`src/rtl/wb_arbiter_2m.sv`:
```
// Two-master, one-slave Wishbone arbiter with round-robin grant held for
// the whole cyc, plus a watchdog that aborts an unanswered strobe with err.
// Handshake: a master owns the slave from the cycle after its cyc is seen
// until it drops cyc; each stb beat is ended by one of ack/err/rty from the
// slave, or by a one-cycle err from the arbiter when the watchdog expires.
module wb_arbiter_2m #(
   parameter int TIMEOUT = 1000,
   parameter int CNT_W   = 16
) (
   input  logic        clk,
   input  logic        rst,
   input  logic [31:0] m0_adr,
   input  logic [7:0]  m0_dout,
   input  logic        m0_cyc,
   input  logic        m0_stb,
   input  logic        m0_we,
   input  logic        m0_sel,
   output logic [7:0]  m0_din,
   output logic        m0_ack,
   output logic        m0_err,
   output logic        m0_rty,
   input  logic [31:0] m1_adr,
   input  logic [7:0]  m1_dout,
   input  logic        m1_cyc,
   input  logic        m1_stb,
   input  logic        m1_we,
   input  logic        m1_sel,
   output logic [7:0]  m1_din,
   output logic        m1_ack,
   output logic        m1_err,
   output logic        m1_rty,
   output logic [31:0] s_adr,
   output logic [7:0]  s_dout,
   output logic        s_cyc,
   output logic        s_stb,
   output logic        s_we,
   output logic        s_sel,
   input  logic [7:0]  s_din,
   input  logic        s_ack,
   input  logic        s_err,
   input  logic        s_rty,
   output logic [1:0]  gnt,
   output logic [7:0]  to_cnt,
   output logic        to_flag
);

   typedef enum logic [1:0] {IDLE, BUSY0, BUSY1, ABORT} state_t;

   // Last watchdog value before expiry; the cycle that brings the count to
   // TIMEOUT without a termination triggers the abort.
   localparam logic [CNT_W-1:0] WD_LAST = CNT_W'(TIMEOUT - 1);
   localparam logic [CNT_W-1:0] WD_ONE  = CNT_W'(1);

   state_t           state_q, state_d;
   logic             last_q, last_d;      // 1 = m1 was granted last
   logic [CNT_W-1:0] wd_q, wd_d;
   logic [7:0]       to_cnt_q, to_cnt_d;
   logic             to_flag_q, to_flag_d;

   // last_q always names the owner while in BUSYx/ABORT, so it doubles as
   // the master-side mux select.
   logic        g_cyc, g_stb, g_we, g_sel;
   logic [31:0] g_adr;
   logic [7:0]  g_dout;
   logic        s_term;

   assign g_cyc  = last_q ? m1_cyc  : m0_cyc;
   assign g_stb  = last_q ? m1_stb  : m0_stb;
   assign g_we   = last_q ? m1_we   : m0_we;
   assign g_sel  = last_q ? m1_sel  : m0_sel;
   assign g_adr  = last_q ? m1_adr  : m0_adr;
   assign g_dout = last_q ? m1_dout : m0_dout;
   assign s_term = s_ack | s_err | s_rty;

   assign to_cnt  = to_cnt_q;
   assign to_flag = to_flag_q;

   // State, round-robin history, watchdog and timeout statistics.
   always_ff @(posedge clk or posedge rst) begin
      if (rst) begin
         state_q   <= IDLE;
         last_q    <= 1'b1;
         wd_q      <= '0;
         to_cnt_q  <= 8'd0;
         to_flag_q <= 1'b0;
      end else begin
         state_q   <= state_d;
         last_q    <= last_d;
         wd_q      <= wd_d;
         to_cnt_q  <= to_cnt_d;
         to_flag_q <= to_flag_d;
      end
   end

   // Next-state: arbitration in IDLE, release/watchdog in BUSY, abort bookkeeping.
   always_comb begin
      state_d   = state_q;
      last_d    = last_q;
      wd_d      = '0;
      to_cnt_d  = to_cnt_q;
      to_flag_d = to_flag_q;
      case (state_q)
         IDLE: begin
            if (m0_cyc && (!m1_cyc || last_q)) begin
               state_d = BUSY0;
               last_d  = 1'b0;
            end else if (m1_cyc) begin
               state_d = BUSY1;
               last_d  = 1'b1;
            end
         end
         BUSY0, BUSY1: begin
            if (!g_cyc) begin
               state_d = IDLE;
            end else if (g_stb && !s_term) begin
               if (wd_q >= WD_LAST) state_d = ABORT;
               else                 wd_d    = wd_q + WD_ONE;
            end
         end
         ABORT: begin
            state_d   = IDLE;
            to_flag_d = 1'b1;
            if (to_cnt_q != 8'hFF) to_cnt_d = to_cnt_q + 8'd1;
         end
         default: state_d = IDLE;
      endcase
   end

   // Bus outputs: mirror the owner in BUSY, force err to the owner in ABORT.
   always_comb begin
      gnt    = 2'b00;
      s_adr  = 32'd0;
      s_dout = 8'd0;
      s_cyc  = 1'b0;
      s_stb  = 1'b0;
      s_we   = 1'b0;
      s_sel  = 1'b0;
      m0_din = s_din;
      m1_din = s_din;
      m0_ack = 1'b0;
      m0_err = 1'b0;
      m0_rty = 1'b0;
      m1_ack = 1'b0;
      m1_err = 1'b0;
      m1_rty = 1'b0;
      case (state_q)
         BUSY0, BUSY1: begin
            gnt    = last_q ? 2'b10 : 2'b01;
            s_adr  = g_adr;
            s_dout = g_dout;
            s_cyc  = g_cyc;
            s_stb  = g_stb;
            s_we   = g_we;
            s_sel  = g_sel;
            if (last_q) begin
               m1_ack = s_ack;
               m1_err = s_err;
               m1_rty = s_rty;
            end else begin
               m0_ack = s_ack;
               m0_err = s_err;
               m0_rty = s_rty;
            end
         end
         ABORT: begin
            gnt = last_q ? 2'b10 : 2'b01;
            if (last_q) m1_err = 1'b1;
            else        m0_err = 1'b1;
         end
         default: ;
      endcase
   end

endmodule
```
`config.mk`:
```
export PLATFORM = sky130hd
export DESIGN_NAME = wb_arbiter_2m
export DESIGN_NICKNAME = d
export VERILOG_FILES = /design/src/rtl/wb_arbiter_2m.sv
export SDC_FILE = /design/constraint.sdc
export NUM_CORES = 1
export LEC_CHECK = 0
export BUFFER_PORTS_ARGS = -buffer_cell sky130_fd_sc_hd__buf_4
export CORE_ASPECT_RATIO = 0.8
export CORE_UTILIZATION = 25
export CTS_CLUSTER_DIAMETER = 120
export DETAILED_ROUTE_END_ITERATION = 10
export GPL_TIMING_DRIVEN = 0
export PLACE_DENSITY = 0.62
export SYNTH_ARGS = -nofsm -noshare
export SYNTH_HDL_FRONTEND = slang
export SYNTH_SLANG_ARGS = --single-unit
```
`constraint.sdc`:
```
create_clock -name clk -period 1.9 [get_ports clk]
set_clock_uncertainty 0.2 [all_clocks]
set_input_delay 0.285 -clock clk [delete_from_list [all_inputs] [get_ports clk]]
set_output_delay 0.285 -clock clk [all_outputs]
set_load 0.01 [all_outputs]
```
==> flow_metrics.tcl, run 1 <==
set metrics [dict create \
    result_of_the_run "finished with violations" \
    failed_checks "setup timing" \
    power.switching_fraction_pct 38.00 \
    fmax_mhz 483.7 \
    synthArstFlopShare_pct 100.0 \
    design.portCount 178 \
    dp_worst_setup_slack_ns -0.3545 \
    layout-drive-gt1-share_pct 59.06 \
    share_clk_of_total_power_pct 6.3 \
    timing.max_cap.violations 0 \
    core-area_um2 8483 \
    cts.path.max_buffers 2 \
    synth_xor_area_share_pct 5.597 \
    cts_tree "done" \
    global_route_met1_utilization_pct 18.36 \
    yosys_register_bits 28 \
    overflow 0 \
    totalWireLength_mm 7.095 \
    worst_ep_arrival_time_ns 1.58 \
    timing.critical_path.cells "inv_2 > ha_4 > clkbuf_16 > clkbuf_8 > nor2b_2 > buf_4" \
    dpl.hpwl_mm 5.546 \
    grt_max_degree 29 \
    cts_root_buffer "sky130_fd_sc_hd__clkbuf_8" \
    cts.sinks 28 \
    synth-adder-area-share_pct 2.856 \
    cts.reportedPaths.clkPinSlew_ns 0.09 \
    critPathLaunchType "flip-flop" \
    grt_antenna_before_repair 0 \
    power.switching_mw 2.213 \
    vdd_drop_max_mv 0.6232 \
    grt_pass1_vias 2230 \
    timing.final.ws_setup_ns -0.1672 \
    setup_repair_after_global_routing_missed_its_margin "true" \
    synth_cell_type_count 34 \
    finish.net_count 532 \
    min_period_over_period_pct 108.8 \
    crit_fanout 7 \
    crit_slowest_cell "sky130_fd_sc_hd__dfrtp_1" \
    p_leak_nw 2.095 \
    routed_via_density 4.235 \
    dr.pass1.iters 4 \
    cts_bufs_inserted 3 \
    chipHeight_um 85.73 \
    yosys-mux-area-fraction_pct 21.76 \
    synthesis_to_finish_area_growth_pct 87.95 \
    place_area_um2 3621 \
    setup-violations-final 52 \
    dominantRegCellSynth "sky130_fd_sc_hd__dfrtp_1" \
    dieArea_um2 9144 \
    seq_power_share_pct 13.6 \
    synth_seq_area_share_pct 32.04 \
    hp-class "in -> async" \
    die_width_um 106.7 \
    criticalPathCategory "reg -> out" \
    grt.met3_usage_pct 2.508 \
    critPathCaptureType "primary output" \
    synth-edff-count 0 \
    final.min_clock_period_ns 2.067 \
    antenna_viol_nets_final 0 \
    finalHoldViolCount 0 \
    vias 2274 \
    synth.yosys.warnings 0 \
    start_util_pct 25.83 \
    grt_max_usage_layer "met2" \
    compound_gate_portion_of_the_synthesized_area_pct 3.198 \
    timing.max_slew.rel_slack_pct 30.89 \
    synthCells 235 \
    worstPathRequired_ns 1.41 \
    diodes 0 \
    syn_area_per_cell_um2 9.323 \
    synth_top_family_by_area "simple AND/OR/NAND/NOR gates" \
    design_power_total_mw 5.825 \
    share_comb_of_total_power_pct 80.1 \
    synth.cell_area_um2 2191 \
    p_per_area_nw_per_um2 1415 \
    tightestPinTransition_ns 1.035 \
    grt.met2_usage_pct 28.04 \
    dr.first_iter.drc_count 91 \
    remaining_drc_errors 0 \
    postLayoutCellArea_um2 4118 \
    ctsHtreeMaxLevel 1 \
    port-buffer-count 169 \
    later_pin_clock_latency_in_the_skew_report_ns 0.27 \
    post_synth_and_or_nand_nor_area_fraction_pct 25.41 \
    max_stage_delay_ns 0.40 \
    finalWeightedCongestion 0.7617 \
    detail_route.wl_per_cell_um 13.21 \
    grt_first_pass_wirelength_mm 10.99 \
    final-max-slew-violation-count 0 \
    globalRouteTotalUtil_pct 14.90 \
    rows 30 \
    internal_power_mw 3.612 \
]
[per-stage QoR]
step	utilization (%)	instances	hold WS (ns)	setup TNS (ns)
floorplan	-	240	0.1497	0
global placement	42.68	521	0.2533	-6.362
detailed placement	42.68	521	0.2580	-8.027
CTS	46.81	537	0.08349	-6.437
global route	48.54	537	0.1386	-9.334
finish	48.54	537	0.05651	-5.985
[registers in the layout, indices dropped and copies added (netlist names)]
register / cells
to_flag: 1
wd_q: 16
last_q: 1
to_cnt: 8
state_q: 2
[power by group through the flow]
stage	registers [mW]	logic, mW	clock network (mW)
floorplan	0.804	1.96	0
global placement	0.793	3.57	0
detailed placement	0.798	3.60	0
CTS	0.792	4.43	0.382
global route	0.808	4.98	0.402
finish	0.793	4.66	0.368
[critical path: cells and delay by family, from the launching register on]
family                     cells  cell delay [ns]
buffers and inverters          4             0.54
DFF                            1             0.40
adders and majority gates      1             0.22
and+or+nand+nor                1             0.15
[cell families (layout without fill, tap and decap cells)]
family                   after synthesis  after routing
flip-flops                            28             28
XOR/XNOR                              14             14
buffers and inverters                 34            219
adder cells (fa/ha/maj)                5              5
AND/OR/NAND/NOR                       96             96
AO/OA/AOI/OAI                         10             10
multiplexers                          47             47
other                                  1              6
[path summary, 6_finish.rpt]
| kind | slack (ns) | to | start | cells past startpoint |
|---|---|---|---|---|
| setup / recovery | -0.17 | s_adr[19] | state_q[1]$_DFFE_PP0P_ | 6 |
| hold / removal | 0.06 | to_cnt[1]$_DFFE_PP0P_ | rst | 2 |
| setup reg to reg | -0.16 | state_q[0]$_DFFE_PP0P_ | last_q$_DFFE_PP1P_ | 7 |
| hold reg to reg | 0.28 | to_flag$_DFFE_PP0P_ | to_flag$_DFFE_PP0P_ | 1 |
| max in group asynchronous | 0.82 | state_q[0]$_DFFE_PP0P_ | rst | 2 |
| min in group clk | 0.10 | last_q$_DFFE_PP1P_ | m1_cyc | 3 |
[cell type report]
type	count	area (µm²)
plain buffers	27	304.0
flip-flops and latches	28	701.9
clock buffers	4	55.05
inverters	7	26.28
well taps	112	140.1
fillers	805	4365
multi-input cells	178	1488
repair buffers	181	1403
[synth_stat cells (2+ instances only)]
cell                       instances  area (µm²)
sky130_fd_sc_hd__xor2_1            8       70.07
sky130_fd_sc_hd__nand2_1           3       11.26
sky130_fd_sc_hd__clkbuf_1          6       22.52
sky130_fd_sc_hd__o21ai_0           2       10.01
sky130_fd_sc_hd__nand3_1          11       55.05
sky130_fd_sc_hd__xnor2_1           6       52.55
sky130_fd_sc_hd__dfrtp_1          27       675.7
sky130_fd_sc_hd__and3b_1           2       17.52
sky130_fd_sc_hd__inv_1             7       26.28
sky130_fd_sc_hd__nand4_1           2       12.51
sky130_fd_sc_hd__nor2b_1          46       287.8
sky130_fd_sc_hd__a21oi_1           3       15.01
sky130_fd_sc_hd__buf_4            17       127.6
sky130_fd_sc_hd__nor2_1           20       75.07
sky130_fd_sc_hd__nor3_1            3       15.01
sky130_fd_sc_hd__mux2i_1          45       450.4
sky130_fd_sc_hd__o21ai_2           2       17.52
sky130_fd_sc_hd__ha_1              5       62.56
sky130_fd_sc_hd__and3_1            2       12.51
sky130_fd_sc_hd__buf_2             4       20.02
[what timing repair did]
item,4_1_cts,5_1_grt
pin swaps,0,3
gates resized for setup,51,36
hold buffers,1,0
setup endpoints to repair,59,62
gates cloned,3,0
hold endpoints to repair,1,0
setup buffers,8,0
[placed cells by master, fill, tap and decap left out, types with 3 or more instances in the layout]
cell type	count
sky130_fd_sc_hd__nand3_1	11
sky130_fd_sc_hd__nor2b_1	38
sky130_fd_sc_hd__nor2_2	4
sky130_fd_sc_hd__mux2i_4	6
sky130_fd_sc_hd__dfrtp_1	27
sky130_fd_sc_hd__buf_6	6
sky130_fd_sc_hd__nor2_1	16
sky130_fd_sc_hd__nor2b_2	6
sky130_fd_sc_hd__conb_1	6
sky130_fd_sc_hd__clkbuf_8	8
sky130_fd_sc_hd__mux2i_2	4
sky130_fd_sc_hd__buf_12	5
sky130_fd_sc_hd__buf_4	188
sky130_fd_sc_hd__xnor2_1	6
sky130_fd_sc_hd__mux2i_1	35
sky130_fd_sc_hd__nand2_1	3
sky130_fd_sc_hd__xor2_1	8
sky130_fd_sc_hd__inv_1	5
[routing by layer]
layer / vias to the layer above / routed length, µm
li1: 1144 / -
met1: 1055 / 2976
met2: 71 / 3661
met3: 4 / 430
met4: 0 / 27
met5: - / 0
Note: power is estimated with default switching activity, not from simulation.
==> run 2, diff against run 1 <==
--- a/config.mk
+++ b/config.mk
@@ -5,13 +5,14 @@
 export SDC_FILE = /design/constraint.sdc
 export NUM_CORES = 1
 export LEC_CHECK = 0
+export ABC_CLOCK_PERIOD_IN_PS = 2100
 export BUFFER_PORTS_ARGS = -buffer_cell sky130_fd_sc_hd__buf_4
 export CORE_ASPECT_RATIO = 0.8
 export CORE_UTILIZATION = 25
 export CTS_CLUSTER_DIAMETER = 120
 export DETAILED_ROUTE_END_ITERATION = 10
 export GPL_TIMING_DRIVEN = 0
-export PLACE_DENSITY = 0.62
+export PLACE_DENSITY = 0.6
 export SYNTH_ARGS = -nofsm -noshare
 export SYNTH_HDL_FRONTEND = slang
 export SYNTH_SLANG_ARGS = --single-unit
==> constraint.sdc (replaced) <==
create_clock -name clk -period 2.1 [get_ports clk]
set_clock_uncertainty 0.2 [all_clocks]
set_input_delay 0.42 -clock clk [delete_from_list [all_inputs] [get_ports clk]]
set_output_delay 0.42 -clock clk [all_outputs]
set_load 0.01 [all_outputs]
==> run 2 against run 1 <==
The run still ends with setup timing left. Cell count is the same. Non-clock buffer count is the same. Sequential share of layout area shrank 0.18 points. Routed wire length grew 2.2%. Die area is the same. Critical endpoint is now s_adr[16].
==> flow_metrics.tcl, run 2 (same netlist as run 1, synthesis figures left out) <==
set metrics [dict create \
    detail_route.wl_per_cell_um 13.50 \
    critical_path.startpoint "last_q$_DFFE_PP1P_" \
    power.switching_mw 2.027 \
    cts_tree "done" \
    min_period_over_period_pct 105.4 \
    layout.cells.most_common_list "184 x sky130_fd_sc_hd__buf_4, 34 x sky130_fd_sc_hd__mux2i_1, 33 x sky130_fd_sc_hd__nor2b_1" \
    core-area_um2 8483 \
    dpl.hpwl_mm 5.627 \
    diodes 0 \
    p_per_area_nw_per_um2 1303 \
    setup_total_negative_slack_ns -2.070 \
    grt_max_degree 29 \
    seq_area_um2 701.9 \
    critPathCaptureType "primary output" \
    routed_via_density 4.236 \
    failed_checks "setup timing" \
    tightestPinTransition_ns 1.075 \
    multi_input_combinational_cell_area_um2 1506 \
    cts.sinks 28 \
    p_leak_nw 2.128 \
    grt_antenna_before_repair 0 \
    worst_ep_arrival_time_ns 1.59 \
    finalHoldViolCount 0 \
    port-buffer-count 169 \
    cts_bufs_inserted 3 \
    vias 2275 \
    die_width_um 106.7 \
    layout_commonest_cell "sky130_fd_sc_hd__buf_4" \
    start_util_pct 25.83 \
    dp_worst_setup_slack_ns -0.2861 \
    critPathLaunchType "flip-flop" \
    dieArea_um2 9144 \
    cts.path.max_buffers 2 \
    timing.max_cap.violations 0 \
    crit_fanout 10 \
    remaining_drc_errors 0 \
    overflow 0 \
    hp-class "in -> reg" \
    dr.pass1.iters 4 \
    cts_root_buffer "sky130_fd_sc_hd__clkbuf_8" \
    internal_power_mw 3.397 \
    globalRouteTotalUtil_pct 14.53 \
    dr.first_iter.drc_count 40 \
    largest_reg_flops 16 \
    grt_first_pass_wirelength_mm 10.78 \
    setup_repair_after_global_routing_missed_its_margin "true" \
    ctsHtreeMaxLevel 1 \
    timing.max_slew.rel_slack_pct 28.25 \
    totalWireLength_mm 7.252 \
    rows 30 \
    criticalPathCategory "reg -> out" \
    layout-drive-gt1-share_pct 59.53 \
    final-max-slew-violation-count 0 \
    hold_path.startpoint "m0_cyc" \
    synthesis_to_finish_area_growth_pct 90.01 \
    chipHeight_um 85.73 \
    share_comb_of_total_power_pct 80.7 \
    share_clk_of_total_power_pct 6.0 \
    result_of_the_run "finished with violations" \
    fmax_mhz 451.7 \
    antenna_viol_nets_final 0 \
    final.fill_count 813 \
    later_pin_clock_latency_in_the_skew_report_ns 0.27 \
    largest_register "wd_q" \
    power.switching_fraction_pct 37.37 \
    cts.reportedPaths.clkPinSlew_ns 0.09 \
    hold_slack_ns 0.1300 \
    finish.net_count 532 \
    grt_pass1_vias 2130 \
    seq_power_share_pct 13.2 \
    critical_path.reg2reg.startpoint "last_q$_DFFE_PP1P_" \
    vdd_drop_max_mv 0.5295 \
    timing.final.ws_setup_ns -0.1141 \
    final.min_clock_period_ns 2.214 \
    worstPathRequired_ns 1.48 \
    design.portCount 178 \
    cts.hold.buffers_added 0 \
    setup-violations-final 46 \
    finalWeightedCongestion 0.8441 \
]
[run 2: layer usage]
layer | global-route usage [%] | part of all wire [%]
met1 | 17.75 | 41
met2 | 27.33 | 52
met3 | 2.660 | 6.4
met4 | 1.494 | 0.26
met5 | 0 | 0
[run 2: power groups by stage]
stage | Combinational [mW] | Clock, mW | Sequential, mW
after detailed placement | 3.25 | 0 | 0.721
after CTS | 3.95 | 0.343 | 0.717
after floorplan | 1.78 | 0 | 0.727
after global routing | 4.66 | 0.362 | 0.732
final | 4.38 | 0.328 | 0.717
after global placement | 3.23 | 0 | 0.718
[run 2: area by class of cell]
| type | instances | share of cell area (%) |
|---|---|---|
| Multi-Input combinational cell | 178 | 36.19 |
| Timing Repair Buffer | 181 | 34.24 |
| Sequential cell | 28 | 16.86 |
| Buffer | 27 | 7.394 |
| Tap cell | 112 | 3.366 |
| Clock buffer | 4 | 1.323 |
| Inverter | 7 | 0.6312 |
[run 2: what timing repair did]
action / 4_1_cts / 5_1_grt
cloned: 3 / 1
endpoints found under the setup margin: 51 / 50
pin swaps: 0 / 2
buffers inserted: 7 / 1
gates resized for setup: 47 / 46
[run 2: final timing paths]
check                                         endpoint  slack (ns)  cells after the start
max in group asynchronous            wd_q[5]$_DFF_PP0_        0.84                      2
worst min-delay path                last_q$_DFFE_PP1P_        0.13                      2
worst max register to register  state_q[0]$_DFFE_PP0P_        0.03                      7
worst max-delay path                         s_adr[16]       -0.11                      5
worst min register to register       wd_q[0]$_DFF_PP0_        0.29                      1
min in group asynchronous        to_cnt[0]$_DFFE_PP0P_        0.21                      2
[run 2: metrics by stage]
stage                     util (%)  area, µm²  instances  power [mW]
after floorplan                  -       2210        240       2.505
after global placement       42.65       3618        521       3.951
after detailed placement     42.65       3618        521       3.974
after CTS                    46.37       3934        535       5.011
after global routing         49.07       4163        537       5.755
final                        49.07       4163        537       5.424
[run 2: critical path: stages (launching register included)]
cell                      delay (ns)
sky130_fd_sc_hd__dfstp_2        0.55
sky130_fd_sc_hd__buf_12         0.15
sky130_fd_sc_hd__buf_12         0.15
sky130_fd_sc_hd__mux2i_1        0.25
sky130_fd_sc_hd__nor2b_2        0.07
sky130_fd_sc_hd__buf_4          0.15
